`src/rtl/vector_read_port_pipe_if.sv`:
```
// Request/response bundle for the vector register read port.
// The slave side is the port itself; the master side is the requester and consumer.
interface vector_read_port_pipe_if #(
  parameter int I    = 20,
  parameter int L    = 8,
  parameter int NREG = 8,
  parameter int SW   = 4
);
  localparam int LW = (I > 1) ? $clog2(I) : 1;

  logic                             in_valid;
  logic                             in_ready;
  logic [SW-1:0]                    in_sel;
  logic                             in_bcast;
  logic [LW-1:0]                    in_lane;
  logic [I-1:0]                     in_mask;
  logic [NREG-1:0][I-1:0][L-1:0]    d;
  logic                             out_valid;
  logic                             out_ready;
  logic [I-1:0][L-1:0]              out_data;
  logic                             out_err;

  modport master (
    output in_valid, in_sel, in_bcast, in_lane, in_mask, d, out_ready,
    input  in_ready, out_valid, out_data, out_err
  );

  modport slave (
    input  in_valid, in_sel, in_bcast, in_lane, in_mask, d, out_ready,
    output in_ready, out_valid, out_data, out_err
  );
endinterface

```
`src/rtl/vector_read_port_pipe.sv`:
```
// Registered vector register read port: select, optional lane broadcast, lane mask,
// and a 2-entry skid output stage so a stalled consumer never loses a read.
module vector_read_port_pipe #(
  parameter int I    = 20,
  parameter int L    = 8,
  parameter int NREG = 8,
  parameter int BASE = 8,
  parameter int SW   = 4
) (
  input  logic                    clk,
  input  logic                    rst,
  vector_read_port_pipe_if.slave  bus
);

  localparam int LW   = (I > 1) ? $clog2(I) : 1;
  localparam int IDXW = (NREG > 1) ? $clog2(NREG) : 1;

  localparam logic [SW-1:0] BASE_S  = SW'(BASE);
  localparam logic [SW:0]   LO_S    = (SW+1)'(BASE);
  localparam logic [SW:0]   HI_S    = (SW+1)'(BASE + NREG);
  localparam logic [LW:0]   NLANE_S = (LW+1)'(I);

  generate
    if (BASE + NREG > 2**SW) begin : g_bad_sel_range
      $error("vector_read_port_pipe: BASE+NREG exceeds the in_sel range");
    end
  endgenerate

  typedef logic [I-1:0][L-1:0] vec_t;
  typedef enum logic [1:0] {EMPTY, ONE, FULL} state_t;

  // Result of the request currently on the input side.
  logic [IDXW-1:0] idx;
  vec_t            v;
  vec_t            res_data;
  logic            res_err;

  always_comb begin
    idx      = IDXW'(bus.in_sel - BASE_S);
    v        = bus.d[idx];
    res_err  = ({1'b0, bus.in_sel} < LO_S) || ({1'b0, bus.in_sel} >= HI_S) ||
               (bus.in_bcast && ({1'b0, bus.in_lane} >= NLANE_S));
    res_data = v;
    if (bus.in_bcast) begin
      for (int j = 0; j < I; j++) res_data[j] = v[bus.in_lane];
    end
    for (int j = 0; j < I; j++) begin
      if (!bus.in_mask[j]) res_data[j] = '0;
    end
    if (res_err) res_data = '0;
  end

  state_t state_q, state_d;
  logic   out_valid_q, out_valid_d;
  logic   in_ready_q, in_ready_d;
  vec_t   out_data_q, out_data_d;
  logic   out_err_q, out_err_d;
  vec_t   skid_data_q, skid_data_d;
  logic   skid_err_q, skid_err_d;

  logic accept, xfer;
  assign accept = bus.in_valid & in_ready_q;
  assign xfer   = out_valid_q & bus.out_ready;

  always_comb begin
    // NOTE: every variable gets a default before the case so no path can infer a latch.
    state_d     = state_q;
    out_data_d  = out_data_q;
    out_err_d   = out_err_q;
    skid_data_d = skid_data_q;
    skid_err_d  = skid_err_q;
    unique case (state_q)
      EMPTY: begin
        if (accept) begin
          out_data_d = res_data;
          out_err_d  = res_err;
          state_d    = ONE;
        end
      end
      ONE: begin
        if (accept && xfer) begin
          out_data_d = res_data;
          out_err_d  = res_err;
        end else if (accept) begin
          skid_data_d = res_data;
          skid_err_d  = res_err;
          state_d     = FULL;
        end else if (xfer) begin
          state_d = EMPTY;
        end
      end
      FULL: begin
        if (xfer) begin
          out_data_d  = skid_data_q;
          out_err_d   = skid_err_q;
          skid_data_d = '0;
          skid_err_d  = 1'b0;
          state_d     = ONE;
        end
      end
      default: state_d = EMPTY;
    endcase
    out_valid_d = (state_d != EMPTY);
    in_ready_d  = (state_d != FULL);
  end

  // NOTE: sequential state uses non-blocking assignments; the skid entry is reset as well
  // because it becomes the visible output after a FULL->ONE move.
  always_ff @(posedge clk or posedge rst) begin
    if (rst) begin
      state_q     <= EMPTY;
      out_valid_q <= 1'b0;
      in_ready_q  <= 1'b1;
      out_data_q  <= '0;
      out_err_q   <= 1'b0;
      skid_data_q <= '0;
      skid_err_q  <= 1'b0;
    end else begin
      state_q     <= state_d;
      out_valid_q <= out_valid_d;
      in_ready_q  <= in_ready_d;
      out_data_q  <= out_data_d;
      out_err_q   <= out_err_d;
      skid_data_q <= skid_data_d;
      skid_err_q  <= skid_err_d;
    end
  end

  assign bus.in_ready  = in_ready_q;
  assign bus.out_valid = out_valid_q;
  assign bus.out_data  = out_data_q;
  assign bus.out_err   = out_err_q;

endmodule

```
`src/flat_wrapper.sv`:
```
// flat-port wrapper written by rule: the top's interface ports become plain ports
module vector_read_port_pipe_flat 
#(
  parameter int I    = 20,
  parameter int L    = 8,
  parameter int NREG = 8,
  parameter int BASE = 8,
  parameter int SW   = 4
)
  (clk, rst, bus_in_valid, bus_in_sel, bus_in_bcast, bus_in_lane, bus_in_mask, bus_d, bus_out_ready, bus_in_ready, bus_out_valid, bus_out_data, bus_out_err);
  vector_read_port_pipe_if #(.I(I), .L(L), .NREG(NREG), .SW(SW)) bus_i ();
  input  logic clk;
  input  logic rst;
  input wire logic [$bits(bus_i.in_valid)-1:0] bus_in_valid;
  input wire logic [$bits(bus_i.in_sel)-1:0] bus_in_sel;
  input wire logic [$bits(bus_i.in_bcast)-1:0] bus_in_bcast;
  input wire logic [$bits(bus_i.in_lane)-1:0] bus_in_lane;
  input wire logic [$bits(bus_i.in_mask)-1:0] bus_in_mask;
  input wire logic [$bits(bus_i.d)-1:0] bus_d;
  input wire logic [$bits(bus_i.out_ready)-1:0] bus_out_ready;
  output wire logic [$bits(bus_i.in_ready)-1:0] bus_in_ready;
  output wire logic [$bits(bus_i.out_valid)-1:0] bus_out_valid;
  output wire logic [$bits(bus_i.out_data)-1:0] bus_out_data;
  output wire logic [$bits(bus_i.out_err)-1:0] bus_out_err;
  assign bus_i.in_valid = bus_in_valid;
  assign bus_i.in_sel = bus_in_sel;
  assign bus_i.in_bcast = bus_in_bcast;
  assign bus_i.in_lane = bus_in_lane;
  assign bus_i.in_mask = bus_in_mask;
  assign bus_i.d = bus_d;
  assign bus_i.out_ready = bus_out_ready;
  assign bus_in_ready = bus_i.in_ready;
  assign bus_out_valid = bus_i.out_valid;
  assign bus_out_data = bus_i.out_data;
  assign bus_out_err = bus_i.out_err;
  vector_read_port_pipe #(.I(I), .L(L), .NREG(NREG), .BASE(BASE), .SW(SW)) u_core (.clk(clk), .rst(rst), .bus(bus_i));
endmodule
```
`config.mk`:
```
export PLATFORM = sky130hd
export DESIGN_NAME = vector_read_port_pipe_flat
export DESIGN_NICKNAME = d
export VERILOG_FILES = /design/src/rtl/vector_read_port_pipe_if.sv /design/src/rtl/vector_read_port_pipe.sv /design/src/flat_wrapper.sv
export SDC_FILE = /design/constraint.sdc
export NUM_CORES = 1
export LEC_CHECK = 0
export ABC_AREA = 0
export BUFFER_PORTS_ARGS = -buffer_cell sky130_fd_sc_hd__buf_4
export CAP_MARGIN = 0
export CORE_AREA = 2 2 580 582
export CTS_CLUSTER_DIAMETER = 150
export CTS_CLUSTER_SIZE = 20
export DETAILED_ROUTE_END_ITERATION = 6
export DIE_AREA = 0 0 582 584
export PLACE_DENSITY_LB_ADDON = 0.1
export SYNTH_ARGS = -nofsm -noshare
export SYNTH_HDL_FRONTEND = slang
export SYNTH_SLANG_ARGS = --single-unit
export TNS_END_PERCENT = 20
```
`constraint.sdc`:
```
create_clock -name clk -period 25 [get_ports clk]
set_input_delay 5 -clock clk [delete_from_list [all_inputs] [get_ports clk]]
set_output_delay 5 -clock clk [all_outputs]
set_load 0.02 [all_outputs]
```
==> out/results.tsv, run 1 <==
metric	value	unit
outcome	completed	
cts_sinks	326	
dieWidth	582	um
fin_ws	14.29	ns
cts_max_level	1	
synth-seq-cells	326	
syn_nets	4105	
design_area	0.0451	mm^2
layout-drive-gt1-share	50.2	%
min_period	10.72	ns
port_buffers	1476	
syn_area_per_cell	10.1	um^2
arrival	11.20	ns
path_clk_slew	0.10	ns
hpwl	325000	um
peakVddDrop	0.0502	mV
ant_nets	0	
core_area	0.333	mm^2
std_cell_rows	212	
vias	32800	
setup_tns	0	ns
remaining_drc_errors	0	
cts_max_path_buffers	3	
wl_per_cell	43.7	um
fillers	38000	
die_area	0.340	mm^2
maxCapViolCount	0	
grt-ovfl-total	0	
slew_headroom	2.09	%
hold_violations	0	
netlist_instances	2791	
reg2reg_slack	20.45	ns
yosysTopAreaCellShare	28.8	%
synthFlopType	dfrtp_1	
place_area	0.0441	mm^2
grt_antenna_before_repair	351	
fin_skew	0.0394	ns
cts_inserted_buffers	24	
dr.pass1.iters	5	
cts_tree	done	
synthArstFlopShare	100	%
ctsHoldBuffers	0	
synth.distinct_cells	73	
drt-vias-per-instance	3.82	
critPathLaunchType	input pin	
yosysTopAreaCell	dfrtp_1	
grt_pass1_wl	450000	um
clk_latency	0.65	ns
ys_seq_area_share	28.9	%
crit_type	input pin to flop	
synth_edf_count	0	
grt_usage	21.2	%
dieHeight	584	um
fmax	0.0933	GHz
cts-resized-gates	0	
tightest_slew	1.43	ns
worst-path-max-fanout	43	
maxSlewViolCount	0	
worstPathRequired	25.48	ns
fin_crit_sh	42.9	%
ios	1477	
post_cts_buffers	0	
pre_cts_slack	13.49	ns
rsz0062_at_grt	false	
initial_core_util	8.47	%
cp-end-kind	flop	
root_buffer	clkbuf_16	
wirelength	374000	um
nets	5391	
power_density	73.7	mW/mm^2
hold_class	flop to flop	
synthesis.area	0.0282	mm^2
grt_max_degree	145	
grt_pass1_vias	32900	
syn2layout_area_growth	60.0	%
finalSetupViolCount	0	
yosys_warnings	0	
synthTopCellsByArea	dfrtp_1, mux4_2, mux2i_1, nand2_1, mux2_2	
drt_iter0_drc	2398	
leakage	18.4	nW
finalWeightedCongestion	0.888	
cell type report:
| type | count | area (um^2) | share of cell area [%] |
|---|---|---|---|
| multi-input combinational | 2151 | 18600 | 41.2 |
| timing repair buffer | 1564 | 11800 | 26.2 |
| sequential | 326 | 8160 | 18.1 |
| tap | 4387 | 5490 | 12.2 |
| clock buffer | 26 | 629 | 1.39 |
| antenna | 97 | 243 | 0.538 |
| clock inverter | 10 | 136 | 0.302 |
| inverter | 10 | 47.5 | 0.105 |
placed cells by master (no fill, tap or decap), types with 11 or more instances in the layout:
| master | count |
|---|---|
| buf_4 | 1556 |
| nand2_1 | 391 |
| dfrtp_1 | 325 |
| mux4_2 | 273 |
| mux2i_1 | 208 |
| a21oi_1 | 165 |
| o31ai_1 | 122 |
| mux2_2 | 121 |
| nor2_1 | 117 |
| o21ai_0 | 117 |
| diode_2 | 97 |
| a211oi_1 | 85 |
| nand3_1 | 76 |
| and3_1 | 59 |
| a22oi_1 | 45 |
| o311ai_0 | 37 |
| nand2b_1 | 30 |
| nor3_1 | 29 |
| clkbuf_16 | 25 |
| and2_1 | 24 |
| nand4_1 | 23 |
| a31oi_1 | 22 |
| o22a_1 | 20 |
| o221a_2 | 19 |
| and4_1 | 19 |
| o22ai_1 | 18 |
| nor2b_1 | 11 |
| a21o_1 | 11 |
worst max-delay path, cell delays in order:
cell and delay, ns:
buf_8 0.33, buf_4 0.59, buf_4 0.67, buf_4 0.73, buf_4 0.77, mux4_2 0.61, mux2i_1 0.28, o22ai_1 0.18
a2111oi_1 0.51, nand4_1 0.20, nor2_2 0.92, nor3_1 0.15
metrics by stage:
| stage | hold slack, ns | instances | utilization (%) | power (W) |
|---|---|---|---|---|
| 2_1_floorplan | 0.440 | 2791 | - | 0.00179 |
| 3_3_place_gp | 0.453 | 8437 | 13.2 | 0.00290 |
| 3_5_place_dp | 0.457 | 8438 | 13.3 | 0.00291 |
| 4_1_cts | 0.477 | 8474 | 13.5 | 0.00339 |
| 5_1_grt | 0.499 | 8523 | 13.5 | 0.00353 |
| 6_report | 0.473 | 8571 | 13.6 | 0.00333 |
routing by layer:
| layer | routed length, um | GRT usage [%] |
|---|---|---|
| met5 | 993 | 0 |
| met1 | 153000 | 25.6 |
| met3 | 29000 | 6.62 |
| met4 | 8930 | 4.42 |
| met2 | 182000 | 36.6 |
cells in the mapped netlist (45+ instances only):
cell	count
a21oi_1	168
and3_1	59
nand3_1	76
dfrtp_1	325
clkbuf_1	159
mux2_2	121
mux2i_1	210
o31ai_1	122
mux4_2	273
nor2_1	123
buf_2	73
nand2_1	391
a22oi_1	45
a211oi_1	87
o21ai_0	119
path summary, 6_finish.rpt:
kind / end / cells past startpoint / from
setup / recovery: u_core.skid_data_q[29] / 12 / bus_in_sel[0]
hold reg to reg: u_core.skid_data_q[95] / 2 / u_core.skid_data_q[95]
min in group asynchronous: u_core.bus.out_data[136] / 2 / rst
hold / removal: u_core.skid_data_q[95] / 2 / u_core.skid_data_q[95]
max in group asynchronous: u_core.bus.out_data[12] / 4 / rst
setup reg to reg: u_core.skid_data_q[29] / 9 / u_core.bus.in_ready
cells by family (layout without fill, tap and decap cells):
family | Yosys count | after routing | synth area share [%]
and+or+nand+nor | 815 | 815 | 13.3
AOI/OAI and AO/OA | 726 | 726 | 17.4
muxes | 610 | 610 | 34.6
DFF | 326 | 326 | 28.9
buffers and inverters | 314 | 1610 | 5.73
other | 0 | 97 | 0
power breakdown:
| part | internal (W) | switching [W] | leakage (nW) |
|---|---|---|---|
| clock | 0.000200 | 0.000272 | 0.378 |
| sequential | 0.000779 | 0.000199 | 4.26 |
| combinational | 0.000664 | 0.00121 | 13.7 |
sequential cells by signal, summed over array words and instances (netlist names):
signal and cells:
u_core.bus.out_err 1, u_core.bus.out_valid 1, u_core.bus.in_ready 1, u_core.skid_data_q 160, u_core.skid_err_q 1, u_core.bus.out_data 160
u_core.state_q 2
(Power assumes the default switching activity.)
==> run 2, diff against run 1 <==
- CORE_AREA: 2 2 580 582 -> 2 2 579 581
- DIE_AREA: 0 0 582 584 -> 0 0 581 583
- clock period: 25 -> 9.1 ns (I/O delays scaled with it)
==> run 2 against run 1 <==
The run now ends with capacitance limit left. Cell count about the same. Worst hold slack better by 0.0016 ns. Sequential power rose to 2.8 times the previous value. Critical path depth down 2. Power rose to 2.7 times the previous value. Register-to-register slack worse by 15 ns. Combinational power rose to 2.8 times the previous value. Critical endpoint is now u_core.skid_data_q[121]. Largest power group unchanged.
==> out/results.tsv, run 2 (synthesized netlist as in run 1, its figures left out) <==
metric	value	unit
outcome	finished, violations left	
violations	capacitance limit	
clk_latency	0.62	ns
tightest_slew	1.48	ns
fin_crit_sh	70.7	%
drt_iter0_drc	2979	
post_cts_buffers	0	
remaining_drc_errors	0	
initial_core_util	8.49	%
worstPathRequired	9.52	ns
hold_class	flop to flop	
ant_nets	0	
slew_headroom	0.240	%
cts_max_level	1	
wirelength	380000	um
rsz0062_at_grt	false	
final_cells	8568	
grt_max_degree	162	
path_clk_slew	0.10	ns
peakVddDrop	0.181	mV
cp-end-kind	flop	
final_common_cell	buf_4	
cts_max_path_buffers	3	
layout-drive-gt1-share	50.0	%
finalWeightedCongestion	0.883	
port_buffers	1476	
critPathLaunchType	input pin	
dp.cells	8431	
grt_pass1_vias	32500	
grt-ovfl-total	0	
power_density	201	mW/mm^2
wl_per_cell	44.3	um
ios	1477	
fin_skew	0.0258	ns
hold_violations	0	
cts_tree	done	
cts_inserted_buffers	21	
design_area	0.0450	mm^2
place_area	0.0442	mm^2
min_period	6.44	ns
drt-vias-per-instance	3.84	
setup_tns	0	ns
std_cell_rows	212	
dieHeight	583	um
maxSlewViolCount	0	
core_area	0.332	mm^2
ctsHoldBuffers	0	
nets	5381	
fillers	37900	
grt_pass1_wl	456000	um
worst-path-max-fanout	58	
grt_usage	21.6	%
dr.pass1.iters	6	
syn2layout_area_growth	59.6	%
grt_antenna_before_repair	374	
root_buffer	clkbuf_16	
final_cell_mix	buf_4, nand2_1, dfrtp_1	
cts-resized-gates	0	
final_core_util	13.5	%
dieWidth	581	um
cts_sinks	326	
leakage	18.3	nW
crit_type	input pin to flop	
die_area	0.339	mm^2
hpwl	329000	um
arrival	6.86	ns
finalSetupViolCount	0	
fmax	0.155	GHz
maxCapViolCount	1	
vias	32900	
## run 2: layout make-up
cell class,count,area (um^2),share of cell area (%)
Timing Repair Buffer,1557,11900,26.3
Multi-Input combinational cell,2151,18600,41.3
Tap cell,4387,5490,12.2
Clock inverter,5,43.8,0.0973
Antenna cell,108,270,0.600
Clock buffer,24,557,1.24
Inverter,10,43.8,0.0973
Sequential cell,326,8160,18.1
## run 2: per-layer routing
metal,vias up,part of all wire [%],GRT usage (%),wire length [um]
met2,1892,47,35.8,180000
met3,554,8.8,7.07,33400
met5,-,0.29,0,1110
li1,13500,-,-,-
met4,172,2.6,5.70,9760
met1,16700,41,26.6,155000
## run 2: worst max-delay path, stage by stage
cell and delay [ns]:
buf_8 0.38, buf_12 0.38, mux4_2 0.61, mux2_2 0.32
mux2i_1 0.80, o21ai_0 0.32, nor4_4 0.55, buf_4 0.40
o211a_1 0.81, a211oi_1 0.11
## run 2: worst paths after layout
check | depth (start not counted) | end | slack (ns) | start
worst max-delay path | 10 | u_core.skid_data_q[121] | 2.66 | bus_in_sel[1]
worst min-delay path | 2 | u_core.skid_data_q[82] | 0.47 | u_core.skid_data_q[82]
worst max register to register | 8 | u_core.bus.out_data[121] | 5.13 | u_core.state_q[0]
worst min register to register | 2 | u_core.skid_data_q[82] | 0.47 | u_core.skid_data_q[82]
max in group asynchronous | 4 | u_core.bus.out_data[60] | 6.10 | rst
min in group asynchronous | 2 | u_core.bus.out_data[131] | 1.12 | rst
## run 2: stage by stage
| stage | hold slack (ns) | worst slack, ns | total power (W) |
|---|---|---|---|
| floorplan | 0.440 | 2.93 | 0.00491 |
| global placement | 0.452 | 1.89 | 0.00802 |
| detailed placement | 0.457 | 1.87 | 0.00804 |
| CTS | 0.481 | 2.55 | 0.00919 |
| global route | 0.499 | 2.55 | 0.00954 |
| finish | 0.475 | 2.66 | 0.00903 |
## run 2: report_power, final
part	total [W]	leakage [nW]	internal (W)	switching (W)
clock network	0.00113	0.286	0.000444	0.000682
logic	0.00522	13.7	0.00183	0.00339
registers	0.00269	4.26	0.00214	0.000546
total	0.00903	18.3	0.00441	0.00462
